==> config.mk <==
export PLATFORM = sky130hd
export DESIGN_NAME = button_sequencer
export DESIGN_NICKNAME = d
export VERILOG_FILES = /design/src/rtl/button_sequencer.sv
export SDC_FILE = /design/constraint.sdc
export NUM_CORES = 1
export LEC_CHECK = 0
export ABC_AREA = 1
export CAP_MARGIN = 15
export CORE_AREA = 3 3 121 76
export CTS_CLUSTER_DIAMETER = 120
export CTS_CLUSTER_SIZE = 40
export DETAILED_ROUTE_END_ITERATION = 12
export DIE_AREA = 0 0 124 79
export PLACE_DENSITY = 0.69
export SYNTH_ARGS = -nofsm -noshare
export SYNTH_HDL_FRONTEND = slang
export SYNTH_SLANG_ARGS = --single-unit
export TNS_END_PERCENT = 1
==> constraint.sdc <==
create_clock -name clock -period 1.6 [get_ports clock]
set_clock_uncertainty 0.15 [all_clocks]
set_input_delay 0.32 -clock clock [delete_from_list [all_inputs] [get_ports clock]]
set_output_delay 0.32 -clock clock [all_outputs]
set_load 0.005 [all_outputs]
==> src/rtl/button_sequencer.sv <==
// Synchronizes, debounces and arbitrates four push-buttons into one-hot command pulses.
// Define AUTO_REPEAT_EN to build hold-to-repeat for inc/dec; otherwise one pulse per press.
module button_sequencer #(
  parameter int unsigned DEBOUNCE_CYCLES = 16,
  parameter int unsigned REPEAT_DELAY    = 64,
  parameter int unsigned REPEAT_RATE     = 16,
  parameter int unsigned CNT_W           = 16
) (
  input  logic clock,
  input  logic reset_n,
  input  logic btn_dec,
  input  logic btn_inc,
  input  logic btn_prev,
  input  logic btn_next,
  output logic dec,
  output logic inc,
  output logic prev,
  output logic next,
  output logic busy
);

  localparam int unsigned NBTN = 4;
  localparam int unsigned MAX_CNT =
    (DEBOUNCE_CYCLES > REPEAT_DELAY) ?
      ((DEBOUNCE_CYCLES > REPEAT_RATE) ? DEBOUNCE_CYCLES : REPEAT_RATE) :
      ((REPEAT_DELAY > REPEAT_RATE) ? REPEAT_DELAY : REPEAT_RATE);
  localparam logic [CNT_W-1:0] DB_LAST = CNT_W'(DEBOUNCE_CYCLES - 1);

  // Elaboration-time guard: all periods non-zero and counters wide enough.
  if (DEBOUNCE_CYCLES < 1 || REPEAT_DELAY < 1 || REPEAT_RATE < 1 ||
      CNT_W < 1 || $clog2(MAX_CNT) > CNT_W) begin : g_bad_params
    $error("button_sequencer: invalid parameter set");
  end

  typedef enum logic [1:0] {
    IDLE         = 2'd0,
    HOLD         = 2'd1,
`ifdef AUTO_REPEAT_EN
    REPEAT       = 2'd2,
`endif
    RELEASE_WAIT = 2'd3
  } state_e;

  logic [NBTN-1:0]  sync1_q, sync1_d;
  logic [NBTN-1:0]  sync2_q, sync2_d;
  logic [NBTN-1:0]  db_q, db_d;
  logic [CNT_W-1:0] db_cnt_q [NBTN];
  logic [CNT_W-1:0] db_cnt_d [NBTN];
  state_e           state_q, state_d;
  logic [1:0]       owner_q, owner_d;
  logic [NBTN-1:0]  cmd_q, cmd_d;
  logic             busy_q, busy_d;
  logic [1:0]       pick;
`ifdef AUTO_REPEAT_EN
  localparam logic [CNT_W-1:0] RPT_DELAY_LD = CNT_W'(REPEAT_DELAY - 1);
  localparam logic [CNT_W-1:0] RPT_RATE_LD  = CNT_W'(REPEAT_RATE - 1);
  logic [CNT_W-1:0] rpt_cnt_q, rpt_cnt_d;
`endif

  // Two-flop synchronizer and per-button stability counter.
  always_comb begin
    sync1_d = {btn_next, btn_prev, btn_inc, btn_dec};
    sync2_d = sync1_q;
    db_d    = db_q;
    for (int i = 0; i < NBTN; i++) begin
      db_cnt_d[i] = '0;
      if (sync2_q[i] != db_q[i]) begin
        if (db_cnt_q[i] == DB_LAST) db_d[i] = ~db_q[i];
        else                        db_cnt_d[i] = db_cnt_q[i] + CNT_W'(1);
      end
    end
  end

  // Fixed priority next > prev > inc > dec.
  always_comb begin
    if      (db_q[3]) pick = 2'd3;
    else if (db_q[2]) pick = 2'd2;
    else if (db_q[1]) pick = 2'd1;
    else              pick = 2'd0;
  end

  always_comb begin
    state_d = state_q;
    owner_d = owner_q;
    cmd_d   = '0;
`ifdef AUTO_REPEAT_EN
    rpt_cnt_d = rpt_cnt_q;
`endif
    case (state_q)
      IDLE: begin
        if (|db_q) begin
          owner_d       = pick;
          cmd_d[pick]   = 1'b1;
          state_d       = HOLD;
`ifdef AUTO_REPEAT_EN
          rpt_cnt_d     = RPT_DELAY_LD;
`endif
        end
      end
      HOLD: begin
        if (!db_q[owner_q]) begin
          state_d = RELEASE_WAIT;
        end
`ifdef AUTO_REPEAT_EN
        else if (rpt_cnt_q == '0 && !owner_q[1]) begin
          cmd_d[owner_q] = 1'b1;
          rpt_cnt_d      = RPT_RATE_LD;
          state_d        = REPEAT;
        end else if (rpt_cnt_q != '0) begin
          rpt_cnt_d = rpt_cnt_q - CNT_W'(1);
        end
`endif
      end
`ifdef AUTO_REPEAT_EN
      REPEAT: begin
        if (!db_q[owner_q]) begin
          state_d = RELEASE_WAIT;
        end else if (rpt_cnt_q == '0) begin
          cmd_d[owner_q] = 1'b1;
          rpt_cnt_d      = RPT_RATE_LD;
        end else begin
          rpt_cnt_d = rpt_cnt_q - CNT_W'(1);
        end
      end
`endif
      // Lock out buttons pressed during ownership until everything is released.
      RELEASE_WAIT: begin
        if (db_q == '0) state_d = IDLE;
      end
      default: state_d = IDLE;
    endcase
    busy_d = (state_d != IDLE);
  end

  always_ff @(posedge clock or negedge reset_n) begin
    if (!reset_n) begin
      sync1_q <= '0;
      sync2_q <= '0;
      db_q    <= '0;
      for (int i = 0; i < NBTN; i++) db_cnt_q[i] <= '0;
      state_q <= IDLE;
      owner_q <= '0;
      cmd_q   <= '0;
      busy_q  <= 1'b0;
`ifdef AUTO_REPEAT_EN
      rpt_cnt_q <= '0;
`endif
    end else begin
      sync1_q <= sync1_d;
      sync2_q <= sync2_d;
      db_q    <= db_d;
      for (int i = 0; i < NBTN; i++) db_cnt_q[i] <= db_cnt_d[i];
      state_q <= state_d;
      owner_q <= owner_d;
      cmd_q   <= cmd_d;
      busy_q  <= busy_d;
`ifdef AUTO_REPEAT_EN
      rpt_cnt_q <= rpt_cnt_d;
`endif
    end
  end

  assign dec  = cmd_q[0];
  assign inc  = cmd_q[1];
  assign prev = cmd_q[2];
  assign next = cmd_q[3];
  assign busy = busy_q;

endmodule

==> flow_summary.rst <==
.. list-table::
   :header-rows: 1

   * - Metric
     - Value
   * - Outcome
     - finished, final reports clean
   * - Clock tree from TritonCTS
     - yes
   * - Core outline area
     - 0.00801 sq mm
   * - Total clock buffers created by CTS
     - 9
   * - Max Cap Viol
     - 0
   * - Worst r2r path cells
     - 7
   * - Setup slack on the worst flop-to-flop path
     - around 0.095 ns
   * - Post-Syn Nets
     - 561
   * - Largest cells by area after synthesis
     - sky130_fd_sc_hd__dfrtp_1 (49%), sky130_fd_sc_hd__nor2_1 (13%), sky130_fd_sc_hd__nand2_1 (11%), sky130_fd_sc_hd__inv_1 (4.4%), sky130_fd_sc_hd__xor2_1 (3.5%)
   * - Sequential cell area fraction in the yosys report
     - between 40% and 50%
   * - Launching element type of the critical path
     - register
   * - Width of the die
     - roughly 120 microns
   * - Unique cell type count in the Yosys netlist
     - 25
   * - Worst path bufs/invs
     - 1
   * - Die outline area
     - 0.00980 sq mm
   * - Type of the most critical hold path
     - reg2reg
   * - Residual overflow from global routing
     - 0
   * - Worst Max-Slew Pin Slew
     - roughly 0.39 ns
   * - 1st-iter DRT viols
     - approximately 350
   * - Average cell area after synthesis
     - just under 8 sq um
   * - Register clock-pin slew on the reported worst setup and hold paths
     - 0.06 ns
   * - Cell area after technology mapping
     - around 0.0043 sq mm
   * - Max-Slew Margin vs Limit
     - 73.9%
   * - Count of final hold-check violations
     - 0
   * - Routed length on met2
     - ~3600 microns
   * - Terminus of the critical flop-to-flop path
     - db_cnt_q[58]$_DFF_PN0_
   * - Final antenna diode count
     - 0
   * - Post-Place Setup Slack
     - approximately 0.078 ns
   * - Total wire length
     - ~9000 microns
   * - Final-layout worst hold slack
     - roughly 0.20 ns
   * - Deepest level of the CTS H-tree
     - 3
   * - Proportion of register bits with asynchronous set or reset after synthesis
     - between 90% and 100%
   * - Synth top cells by count
     - sky130_fd_sc_hd__nor2_1 (148), sky130_fd_sc_hd__nand2_1 (124), sky130_fd_sc_hd__dfrtp_1 (85)
   * - Insertion delay to the later sink of the worst-skew pair
     - 0.34 ns
   * - Final Setup Violations
     - 0
   * - Length of routed met3 wiring
     - ~500 microns
   * - Pin count of the biggest net entering global routing
     - 35
   * - I/O pins
     - 11
   * - Cell type of the slowest stage on the worst timing path
     - sky130_fd_sc_hd__dfrtp_1
   * - Initial Util
     - between 50% and 60%
   * - Instance count along the most critical hold path
     - 0
   * - Cell taking the most area after synthesis
     - sky130_fd_sc_hd__dfrtp_1
   * - Mapped Cells
     - roughly 550
   * - Worst flop-to-flop path startpoint
     - db_cnt_q[49]$_DFF_PN0_
   * - Clock Tree Root
     - sky130_fd_sc_hd__clkbuf_16
   * - Die Height
     - roughly 79 microns
   * - End-of-flow core utilization
     - 62.6%
   * - M1 wire length
     - ~4600 microns
   * - Count of fill cells added during filler insertion
     - a little over 700
   * - Slew Limit Fails
     - 0
   * - Area grow syn2layout
     - 16.3%
   * - Number of buffers on the longest clock path
     - 2
   * - Worst hold path endpoint
     - sync2_q[3]$_DFF_PN0_
   * - Total area of multi-input combinational cells
     - ~0.002 sq mm
   * - Maximum clock frequency
     - around 660 MHz
   * - DR vias/cell
     - approximately 5
   * - ANT nets after route
     - 0
   * - Data required time of the worst path
     - around 1.7 ns
   * - Number of antenna violations at the first check in global routing
     - 0
   * - Vias in the first global route
     - roughly 3200
   * - IO buf count
     - 10
   * - Synth warnings
     - 0
   * - Hold path start
     - sync1_q[3]$_DFF_PN0_
   * - Min cycle time layout
     - 1.51 ns
   * - Most common cell in the synthesized netlist
     - sky130_fd_sc_hd__nor2_1
   * - Number of iterations in the first detailed-routing pass
     - 5
   * - Fraction of synthesized cell area taken by the top area cell type
     - about 49%
   * - Number of cell rows
     - 25
   * - Count of flip-flops with a built-in enable after synthesis
     - 0
   * - Worst-case vdd ir drop
     - between 600 and 700 uV
   * - Fraction of layout instances using a drive strength above 1
     - 10.7%
   * - Largest driver fanout on the critical path
     - 5
   * - Post-CTS setup buffers
     - 0
   * - Power density over the cells
     - 996 mW/mm^2
   * - Highest cell delay on the worst timing path
     - approximately 0.38 ns
   * - Min setup slack post-route
     - around 0.095 ns
   * - Global-route wire length before repair
     - 15400 microns
   * - Worst-path cell chain
     - ha_2 > nand3_2 > inv_1 > nand2_1 > o21bai_1 > nand2_1 > nor2_1
   * - Leak pwr
     - roughly 0.0022 uW
   * - Critical path start-end classification
     - reg2reg
   * - Arrival time at the worst endpoint
     - 1.62 ns
   * - Combined flip-flop and latch cell area
     - between 0.002 and 0.0025 sq mm
   * - Nets@finish
     - 587
   * - Largest delay share family, worst path
     - simple AND/OR/NAND/NOR gates
   * - Post-DP HPWL
     - 6250 microns
   * - Routed wire length per instance
     - between 10 and 15 microns
   * - Uppermost layer routed
     - met4
   * - Critical Path End Type
     - register
   * - Period utilisation layout
     - a little over nine tenths
   * - GPL Wtd Cong
     - 0.913
   * - Worst path most repeated cell
     - sky130_fd_sc_hd__nand2_1
   * - Final routed DRC violation total
     - 0
   * - Number of sinks on the clock net
     - 85
   * - Dominant register cell in the synthesized netlist
     - sky130_fd_sc_hd__dfrtp_1
   * - Via Count
     - 3446
   * - Post-synthesis register bit count
     - 85
   * - Global router's overall resource usage
     - about a fifth
-- routing by layer --
layer | vias to the layer above | track usage [%]
li1 | 1784 | -
met4 | 0 | 4.92
met5 | - | 0
met2 | 76 | 28.0
met3 | 5 | 5.55
met1 | 1581 | 30.8
-- repair_timing --
| action | CTS | global route |
|---|---|---|
| setup endpoints to repair | 5 | 26 |
| hold buffers | 1 | 0 |
| resized for setup | 5 | 12 |
| endpoints found under the hold margin | 22 | 0 |
| pin swaps | 0 | 1 |
-- kinds of logic (layout without fill, tap and decap cells) --
kind of cell    after synthesis  in the layout  share of synthesized area, %
buf+inv                      56             87                          4.94
fa+ha+maj                     4              4                          1.16
xor+xnor                     28             28                          5.87
compound gates               35             35                          4.65
simple gates                343            343                          34.0
flops                        85             85                          49.4
-- placed cells by master (no fill, tap or decap), types with 3 or more instances in the layout --
cell type,netlist,routed
sky130_fd_sc_hd__nor2_1,148,146
sky130_fd_sc_hd__o21bai_1,9,9
sky130_fd_sc_hd__nor3_1,6,6
sky130_fd_sc_hd__nand3_1,17,16
sky130_fd_sc_hd__inv_2,3,4
sky130_fd_sc_hd__dfrtp_1,85,85
sky130_fd_sc_hd__bufinv_16,0,4
sky130_fd_sc_hd__xor2_1,17,17
sky130_fd_sc_hd__o21ai_1,6,7
sky130_fd_sc_hd__inv_1,50,50
sky130_fd_sc_hd__o21ai_0,10,9
sky130_fd_sc_hd__dlygate4sd2_1,0,5
sky130_fd_sc_hd__clkbuf_16,0,9
sky130_fd_sc_hd__nand3_2,3,3
sky130_fd_sc_hd__buf_4,0,5
sky130_fd_sc_hd__xnor2_1,10,10
sky130_fd_sc_hd__nor2_2,9,11
sky130_fd_sc_hd__nand2_1,124,122
sky130_fd_sc_hd__clkdlybuf4s50_1,0,4
sky130_fd_sc_hd__a21oi_1,9,9
sky130_fd_sc_hd__nand4_1,20,20
sky130_fd_sc_hd__nand2_2,11,13
sky130_fd_sc_hd__nor2_4,3,3
-- how the worst max path moves through the flow --
| stage | startpoint | endpoint | cells past startpoint |
|---|---|---|---|
| after floorplan | db_cnt_q[32]$_DFF_PN0_ | db_cnt_q[40]$_DFF_PN0_ | 6 |
| after global placement | db_cnt_q[32]$_DFF_PN0_ | db_cnt_q[32]$_DFF_PN0_ | 6 |
| after detailed placement | db_cnt_q[49]$_DFF_PN0_ | db_cnt_q[62]$_DFF_PN0_ | 6 |
| after CTS | db_cnt_q[49]$_DFF_PN0_ | db_cnt_q[51]$_DFF_PN0_ | 6 |
| after global routing | db_cnt_q[1]$_DFF_PN0_ | db_cnt_q[1]$_DFF_PN0_ | 6 |
| final | db_cnt_q[49]$_DFF_PN0_ | db_cnt_q[58]$_DFF_PN0_ | 7 |
-- area by class of cell --
cell class,instances,area share [%]
Sequential cell,85,42.5
Multi-Input combinational cell,410,40.1
Clock buffer,10,4.57
Inverter,54,4.05
Timing Repair Buffer,17,3.42
Clock inverter,6,2.70
Tap cell,108,2.70
-- flip-flops by register name, indices dropped and copies added (netlist names) --
register and cells:
db_cnt_q 64, cmd_q 4, db_q 4, sync1_q 4, sync2_q 4, owner_q 2
state_q 2, busy 1
-- power by group --
group          internal [uW]  total [uW]  switching (uW)
sequential              2200        2240            42.8
clock                   1680        2520             840
combinational           80.8         222             141
total                   3960        4990            1020
-- metrics by stage --
step	total power [uW]	area, sq um	cells	TNS, ns
2_1_floorplan	2380	4310	551	0
3_5_place_dp	2500	4600	673	0
5_1_grt	5190	5010	690	-0.000539
3_3_place_gp	2490	4600	673	0
6_report	4990	5010	690	0
4_1_cts	5030	4970	690	0
-- worst reg2reg max path, stage by stage, from the launching register on --
cell	delay, ns
sky130_fd_sc_hd__dfrtp_1	0.38
sky130_fd_sc_hd__ha_2	0.24
sky130_fd_sc_hd__nand3_2	0.16
sky130_fd_sc_hd__inv_1	0.14
sky130_fd_sc_hd__nand2_1	0.09
sky130_fd_sc_hd__o21bai_1	0.15
sky130_fd_sc_hd__nand2_1	0.06
sky130_fd_sc_hd__nor2_1	0.08
Power figures use the tool's default switching activity.
==> RTL change: new RTL, config.mk and constraints unchanged <==
Set the parameter `DEBOUNCE_CYCLES` to 32 (it was 16).
--- a/src/rtl/button_sequencer.sv
+++ b/src/rtl/button_sequencer.sv
@@ -3,3 +3,3 @@
 module button_sequencer #(
-  parameter int unsigned DEBOUNCE_CYCLES = 16,
+  parameter int unsigned DEBOUNCE_CYCLES = 32,
   parameter int unsigned REPEAT_DELAY    = 64,
Behaviour: no difference found for any inputs over 10 cycles, from zero or initial values and one cycle with reset_n low; that may be too few to reach the edited logic, so the function may still have changed.
==> RTL change against the original RTL <==
Setup slack improved by 0.028 ns; design area decreased by 1.4%; total power decreased by 13%; non-clock buffer count increased by 5; routed wire length decreased by 3.0%; sequential cell count unchanged; synthesized area increased by 0.35%; critical path type unchanged; critical endpoint unchanged; largest power group is now registers.
==> RTL change: results (changes against the original RTL) <==
<table>
<tr><th>Metric</th><th>Value</th></tr>
<tr><th colspan="2">Outcome</th></tr>
<tr><td>Run status</td><td>complete, no violations (unchanged)</td></tr>
<tr><th colspan="2">Drt</th></tr>
<tr><td>Total wire length after detailed routing</td><td>8500 µm (was 8760 µm)</td></tr>
<tr><th colspan="2">Global routing</th></tr>
<tr><td>Met1 usage in global routing</td><td>29.7% (was 30.8%)</td></tr>
<tr><td>Largest net degree at the start of global routing</td><td>86 (was 35)</td></tr>
<tr><td>Vias in the first global route</td><td>3239 (was 3246)</td></tr>
<tr><th colspan="2">Setup path</th></tr>
<tr><td>Largest stage delay, worst path</td><td>0.41 ns (was 0.38 ns)</td></tr>
<tr><td>Highest-delay cell along the critical path</td><td>sky130_fd_sc_hd__dfrtp_2 (was sky130_fd_sc_hd__dfrtp_1)</td></tr>
<tr><td>Arr. time, crit path</td><td>1.59 ns (was 1.62 ns)</td></tr>
<tr><th colspan="2">Pwr</th></tr>
<tr><td>Peak ir drop on the vdd network</td><td>641 µV (was 611 µV)</td></tr>
<tr><td>Net load switching power</td><td>953 µW (was 1020 µW)</td></tr>
<tr><th colspan="2">Logic synthesis</th></tr>
<tr><td>Number of distinct library cells after synthesis</td><td>24 (was 25)</td></tr>
<tr><td>Commonest cells in the synthesized netlist</td><td>sky130_fd_sc_hd__nand2_1, sky130_fd_sc_hd__nor2_1, sky130_fd_sc_hd__dfrtp_1, sky130_fd_sc_hd__inv_1, sky130_fd_sc_hd__nand3_1 (was sky130_fd_sc_hd__nor2_1, sky130_fd_sc_hd__nand2_1, sky130_fd_sc_hd__dfrtp_1, sky130_fd_sc_hd__inv_1, sky130_fd_sc_hd__nand4_1)</td></tr>
<tr><td>Net count after synthesis</td><td>567 (was 561)</td></tr>
<tr><td>Sequential fraction of the synthesis area</td><td>49.2% (was 49.4%)</td></tr>
<tr><th colspan="2">Placed design</th></tr>
<tr><td>Half-perimeter wire length after placement</td><td>6230 µm (was 6250 µm)</td></tr>
<tr><td>Standard cell area after detailed placement</td><td>4630 µm² (was 4600 µm²)</td></tr>
<tr><th colspan="2">Cells and area</th></tr>
<tr><td># nets final</td><td>595 (was 587)</td></tr>
<tr><td>Count of filler cells inserted in the layout</td><td>712 (was 708)</td></tr>
<tr><td>Fin cells</td><td>698 (was 690)</td></tr>
<tr><th colspan="2">Timing</th></tr>
<tr><td>Slew at the pin closest to its max-slew limit</td><td>0.445 ns (was 0.391 ns)</td></tr>
</table>
-- RTL change: path summary, 6_finish.rpt --
path	startpoint	endpoint	slack, ns	depth (start not counted)
worst max-delay path	db_cnt_q[48]$_DFF_PN0_	db_cnt_q[58]$_DFF_PN0_	0.12	7
worst min-delay path	sync1_q[1]$_DFF_PN0_	sync2_q[1]$_DFF_PN0_	0.20	0
worst max register to register	db_cnt_q[48]$_DFF_PN0_	db_cnt_q[58]$_DFF_PN0_	0.12	7
worst min register to register	sync1_q[1]$_DFF_PN0_	sync2_q[1]$_DFF_PN0_	0.20	0
max in group asynchronous	reset_n	sync2_q[1]$_DFF_PN0_	0.54	3
min in group asynchronous	reset_n	db_cnt_q[52]$_DFF_PN0_	0.39	3
-- RTL change: stage by stage --
stage	setup WS (ns)	power (µW)	hold WS [ns]	util, %
final	0.123	4340	0.197	61.7
after detailed placement	0.0833	2410	0.185	57.8
after global placement	0.145	2410	0.186	57.8
after global routing	-0.0195	4520	0.216	61.7
after floorplan	0.222	2320	-0.126	-
after CTS	0.0956	4400	0.199	61.4
-- RTL change: per-layer routing --
| layer | wire (µm) | part of all wire [%] |
|---|---|---|
| met5 | 0 | 0 |
| met4 | 59 | 0.69 |
| met3 | 327 | 3.8 |
| met2 | 3590 | 42 |
| met1 | 4520 | 53 |
-- RTL change: layout make-up --
cell class,count,area [µm²],share of cell area [%]
timing repair buffer,22,196,3.98
clock buffer,12,256,5.19
multi-input combinational,409,1970,40.0
clock inverter,4,32.5,0.658
tap,108,135,2.73
sequential,85,2130,43.1
inverter,58,218,4.41
-- RTL change: kinds of logic after synthesis --
family	synth area share, %
DFF	49.2
AOI/OAI and AO/OA	4.17
and+or+nand+nor	35.8
xor gates and xnor gates	4.05
buffers and inverters	5.61
adders and majority gates	1.16
